===== config.mk =====
export PLATFORM = sky130hd
export DESIGN_NAME = regfile_mp
export DESIGN_NICKNAME = d
export VERILOG_FILES = /design/src/rtl/regfile_pkg.sv /design/src/rtl/regfile_scoreboard.sv /design/src/rtl/regfile_mp.sv
export SDC_FILE = /design/constraint.sdc
export NUM_CORES = 2
export LEC_CHECK = 0
export CAP_MARGIN = 40
export CORE_MARGIN = 2
export CORE_UTILIZATION = 45
export DETAILED_ROUTE_END_ITERATION = 7
export GPL_ROUTABILITY_DRIVEN = 0
export GPL_TIMING_DRIVEN = 0
export PLACE_DENSITY = 0.65
export SYNTH_ARGS = -nofsm -noshare
export SYNTH_HDL_FRONTEND = slang
export SYNTH_SLANG_ARGS = --single-unit

===== constraint.sdc =====
create_clock -name clk -period 51.8 [get_ports clk]
set_input_delay 7.77 -clock clk [delete_from_list [all_inputs] [get_ports clk]]
set_output_delay 7.77 -clock clk [all_outputs]
set_load 0.01 [all_outputs]

===== src/rtl/regfile_pkg.sv =====
// Shared constants and types for the multi-port register file and its busy-bit scoreboard.
package regfile_pkg;

  localparam int XLEN  = 32;
  localparam int NREGS = 32;

  function automatic int calc_aw(input int nregs);
    return (nregs > 1) ? $clog2(nregs) : 1;
  endfunction

  localparam int REG_ZERO = 0;

  typedef logic [calc_aw(NREGS)-1:0] reg_idx_t;

endpackage


===== src/rtl/regfile_scoreboard.sv =====
// Per-register pending-write bits: issue sets, writeback clears (set wins), plus read/issue lookups.
module regfile_scoreboard
  import regfile_pkg::*;
#(
  parameter int NREGS  = regfile_pkg::NREGS,
  parameter int NRD    = 2,
  parameter int NWR    = 1,
  parameter int BYPASS = 1
) (
  input  logic                          clk,
  input  logic                          rst,
  input  logic [NWR-1:0]                whit,
  input  logic [NWR*calc_aw(NREGS)-1:0] waddr,
  input  logic [NRD*calc_aw(NREGS)-1:0] raddr,
  input  logic                          issue_valid,
  input  logic [calc_aw(NREGS)-1:0]     issue_rd,
  output logic [NRD-1:0]                rbusy,
  output logic                          issue_ready
);

  localparam int AW = calc_aw(NREGS);

  logic [NREGS-1:0] busy;
  logic [NREGS-1:0] set_vec;
  logic [NREGS-1:0] clr_vec;
  logic [NREGS-1:0] busy_next;
  logic             issue_hit;

  always_comb begin
    set_vec = '0;
    clr_vec = '0;
    for (int k = 0; k < NWR; k++) begin
      if (whit[k]) clr_vec[waddr[k*AW +: AW]] = 1'b1;
    end
    if (issue_valid && (issue_rd != AW'(REG_ZERO))) set_vec[issue_rd] = 1'b1;
    // A new producer issued in the writeback cycle keeps ownership of the register.
    busy_next = (busy & ~clr_vec) | set_vec;
    busy_next[REG_ZERO] = 1'b0;
  end

  always_ff @(posedge clk or posedge rst) begin
    if (rst) busy <= '0;
    else     busy <= busy_next;
  end

  always_comb begin
    issue_hit = 1'b0;
    for (int k = 0; k < NWR; k++) begin
      if (whit[k] && (waddr[k*AW +: AW] == issue_rd)) issue_hit = 1'b1;
    end
    issue_ready = ~busy[issue_rd] | (issue_rd == AW'(REG_ZERO)) | ((BYPASS != 0) & issue_hit);
  end

  for (genvar j = 0; j < NRD; j++) begin : g_rbusy
    logic [AW-1:0] a;
    logic          hit;
    assign a = raddr[j*AW +: AW];
    always_comb begin
      hit = 1'b0;
      for (int k = 0; k < NWR; k++) begin
        if (whit[k] && (waddr[k*AW +: AW] == a)) hit = 1'b1;
      end
    end
    assign rbusy[j] = busy[a] & (a != AW'(REG_ZERO)) & ~((BYPASS != 0) & hit);
  end

endmodule


===== src/rtl/regfile_mp.sv =====
// Multi-port integer register file with write-to-read bypass and an integrated busy scoreboard.
module regfile_mp
  import regfile_pkg::*;
#(
  parameter int XLEN   = regfile_pkg::XLEN,
  parameter int NREGS  = regfile_pkg::NREGS,
  parameter int NRD    = 2,
  parameter int NWR    = 1,
  parameter int BYPASS = 1
) (
  input  logic                          clk,
  input  logic                          rst,
  input  logic [NWR-1:0]                we,
  input  logic [NWR*calc_aw(NREGS)-1:0] waddr,
  input  logic [NWR*XLEN-1:0]           wdata,
  input  logic [NRD*calc_aw(NREGS)-1:0] raddr,
  output logic [NRD*XLEN-1:0]           rdata,
  output logic [NRD-1:0]                rbusy,
  input  logic                          issue_valid,
  input  logic [calc_aw(NREGS)-1:0]     issue_rd,
  output logic                          issue_ready
);

  localparam int AW = calc_aw(NREGS);

  logic [XLEN-1:0] regs [NREGS];
  logic [NWR-1:0]  whit;

  // A write counts only off register 0 and outside reset, so reset-cycle writes are lost.
  for (genvar k = 0; k < NWR; k++) begin : g_whit
    assign whit[k] = we[k] & (waddr[k*AW +: AW] != AW'(REG_ZERO)) & ~rst;
  end

  // Later ports overwrite earlier ones, giving the highest index priority on collisions.
  always_ff @(posedge clk or posedge rst) begin
    if (rst) begin
      for (int r = 0; r < NREGS; r++) regs[r] <= '0;
    end else begin
      for (int k = 0; k < NWR; k++) begin
        if (whit[k]) regs[waddr[k*AW +: AW]] <= wdata[k*XLEN +: XLEN];
      end
    end
  end

  for (genvar j = 0; j < NRD; j++) begin : g_rd
    logic [AW-1:0]   a;
    logic [XLEN-1:0] d;
    assign a = raddr[j*AW +: AW];
    always_comb begin
      d = regs[a];
      if (BYPASS != 0) begin
        for (int k = 0; k < NWR; k++) begin
          if (whit[k] && (waddr[k*AW +: AW] == a)) d = wdata[k*XLEN +: XLEN];
        end
      end
      if (a == AW'(REG_ZERO)) d = '0;
    end
    assign rdata[j*XLEN +: XLEN] = d;
  end

  regfile_scoreboard #(
    .NREGS (NREGS),
    .NRD   (NRD),
    .NWR   (NWR),
    .BYPASS(BYPASS)
  ) u_sb (
    .clk        (clk),
    .rst        (rst),
    .whit       (whit),
    .waddr      (waddr),
    .raddr      (raddr),
    .issue_valid(issue_valid),
    .issue_rd   (issue_rd),
    .rbusy      (rbusy),
    .issue_ready(issue_ready)
  );

endmodule


==> qor.csv <==
stage,metric,value,unit
synth,synth_warnings,0,
cts,cts_resized,0,
synth,synth_fa_ha_area_share,0,%
power,power.leakage,28.9,nW
global_route,grt_start_max_net_pins,122,
synth,synth_common_cells,"1,055 x dfrtp_1, 1,014 x mux2_2, 486 x mux4_2, 204 x clkbuf_1, 164 x mux2i_1",
global_route,antenna_found_initial,10,
die,die_area,0.130,mm2
synth,ys_async_sr_fraction,100,%
global_route,grt_pass1_wl,318,mm
sta,setup_viol,0,
setup_path,r2r_end,regs[543]$_DFFE_PP0P_,
die,core,0.126,mm2
place,place_ws,31.56,ns
hold_path,min_from,regs[994]$_DFFE_PP0P_,
synth,yosys-top-cells-area,"dfrtp_1 46%, mux2_2 20%, mux4_2 19%",
setup_path,critical_path_class,input pin to output pin,
status,status,finished with violations,
cells_and_area,fin_nets,4302,
cts,cts-root-buf,clkbuf_16,
routing,first_iter_violations,6332,
hold_path,hold_path.class,register to register,
die,fp.dieH,361,um
synth,synth_cell_types,62,
power,power_density,35.3,mW/mm2
sta,slew_violations,0,
cts,path_clk_slew,0.06,ns
routing,drc_errors,7,
sta,slew-limit-headroom,29.5,%
place,dp.cells,5777,
cts,htree_levels,3,
synth,syn_nets,3990,
setup_path,crit_family,buffers and inverters,
run,cap_violations,0,
routing,ant_nets,0,
hold_path,hold_depth,1,
cells_and_area,multi_input_area,0.0287,mm2
sta,hold_viol,0,
routing,vias,41800,
setup_path,start_kind,input pin,
synth,synth-xor-area-share,0.229,%
global_route,grt_pass1_vias,40700,
synth,yosys_most_used_dff,dfrtp_1,
synth,synthCells,3934,
setup_path,path_max_fanout,10,
setup_path,cp_slowest_cell,a211oi_1,
cts,hold_buffers,0,
synth,synth_top_family_by_area,multiplexers,
setup_path,slowest_delay,0.72,ns
die,ios,123,
cells_and_area,final_util,52.0,%
routing,wl_per_cell,38.1,um
routing,drt_wl_total,229,mm
place,port_buffers,112,
power,peakVddDrop,0.0000297,V
place,dpl-instance-area,0.0617,mm2
setup_path,crit_path_end_kind,output pin,
global_route,overflow,0,
synth,synth-seq-area-share,46.0,%
hold_path,whs_endpoint,regs[994]$_DFFE_PP0P_,
die,die_w,361,um
setup_path,worstPathBufferInverterCount,7,
setup_path,crit_chain,clkdlybuf4s50_1 > buf_2 > buf_2 > clkbuf_1 > buf_8 > clkbuf_1 > nor4b_1 > a211oi_1 > a21oi_1 > clkdlybuf4s50_1,
status,violations,DRC,
sta,tightest_slew,1.06,ns
synth,synth_mux_area_share,41.9,%
synth,synth-compound-area-share,5.15,%
synth,yosysTopAreaCell,dfrtp_1,
setup_path,rr_worst_depth,1,
cells_and_area,drive_gt1_share,45.3,%
synth,synth_area,0.0573,mm2
synth,yosysTopAreaCellShare,46.0,%
sta,worst_slack,31.20,ns
sta,fmax,48.6,MHz
routing,routed_via_density,6.97,
setup_path,crit_required,44.03,ns
cells_and_area,fin_cells,6000,
synth,synth_most_common_cell,dfrtp_1,
cts,numCtsBuffers,114,
cts,clock_latency,0.73,ns
cells_and_area,synthToLayoutAreaGrowth,14.2,%
synth,avgSynthCellArea,14.6,um2
synth,ys_ff_latch,1055,
setup_path,regToRegSetupSlack,50.98,ns
synth,synth_edf_count,0,
place,dp_hpwl,167,mm
sta,period_share,39.8,%
cts,cts_sinks,1055,
die,rows,130,
setup_path,r2r_start,regs[543]$_DFFE_PP0P_,
sta,tns,0,ns
global_route,grtUsageTotal,34.9,%
cells_and_area,regArea,0.0264,mm2
setup_path,crit_arrival,12.83,ns
cells_and_area,fillCellCount,10600,
cts,cts_setup_buffers,0,
die,start_util,45.5,%
cts,clockBufferDepth,3,
sta,rsz0062_at_grt,false,
cts,tritoncts,done,
sta,skew,0,ns
sta,layout_min_cycle_time,20.60,ns
routing,firstDrtPassIters,8,
cells_and_area,fin_area,0.0655,mm2
synth,synthSimpleGateAreaFrac,2.86,%
[kinds of logic (layout without fill, tap and decap cells)]
| logic type | after synthesis | count (layout) |
|---|---|---|
| simple gates | 332 | 332 |
| xor+xnor | 15 | 15 |
| buf+inv | 469 | 871 |
| flops | 1055 | 1055 |
| other cells | 0 | 14 |
| mux | 1664 | 1664 |
| compound gates | 399 | 399 |
[per-layer routing]
layer | up-vias | share of wire [%] | global-route usage (%)
li1 | 15800 | - | -
met1 | 22100 | 38 | 46.2
met2 | 3134 | 42 | 49.3
met3 | 748 | 13 | 12.2
met4 | 4 | 7.1 | 21.1
met5 | - | 0.042 | 0
[flip-flops by register name, indices dropped and copies added, names as in the netlist]
name / cells
regs: 1024
u_sb.busy: 31
[stage by stage]
step                      total power [mW]  hold slack (ns)
after floorplan                       1.30            0.425
after global placement                1.45            0.435
after detailed placement              1.46            0.444
after CTS                             2.29            0.461
after global routing                  2.37            0.466
final                                 2.31            0.452
[area by class of cell]
class	instances	area share (%)
buffer	454	3.30
multi-input combinational	2410	43.9
tap	1650	3.15
antenna	14	0.0535
clock buffer	169	5.02
inverter	15	0.0974
timing repair buffer	196	3.55
clock inverter	37	0.659
sequential	1055	40.3
[layout by cell type (no fill, tap or decap), drive strengths merged, types with 14 or more instances in the layout]
cell | Yosys | routed
dfrtp | 1055 | 1055
mux2 | 1014 | 1014
mux4 | 486 | 486
clkbuf | 204 | 373
buf | 250 | 334
mux2i | 164 | 164
clkdlybuf4s50 | 0 | 112
nor2 | 112 | 112
nand2 | 87 | 87
o221ai | 79 | 79
a211oi | 61 | 61
a21oi | 45 | 45
nor2b | 43 | 43
a31oi | 35 | 35
o21ai | 35 | 35
a22oi | 30 | 30
clkinv | 1 | 22
o22ai | 20 | 20
o21a | 20 | 20
a211o | 18 | 18
inv | 14 | 17
or3 | 16 | 16
a22o | 16 | 16
a221oi | 15 | 15
diode | 0 | 14
nor4b | 14 | 14
[power breakdown]
group          switching (mW)  internal [mW]
Combinational           0.223          0.233
Clock                   0.358          0.481
Sequential             0.0820          0.932
Total                   0.664           1.65
[worst max-delay path by stage]
stage / from / end / slack [ns] / cells after the start
floorplan: rst / regs[0]$_DFFE_PP0P_ / 14.33 / 1
global placement: rst / regs[403]$_DFFE_PP0P_ / 1.34 / 2
detailed placement: raddr[2] / rdata[16] / 31.56 / 10
CTS: raddr[2] / rdata[16] / 31.55 / 12
global route: raddr[2] / rdata[15] / 31.28 / 10
finish: raddr[2] / rdata[15] / 31.20 / 10
No activity file was read; power rests on OpenSTA's default activity.
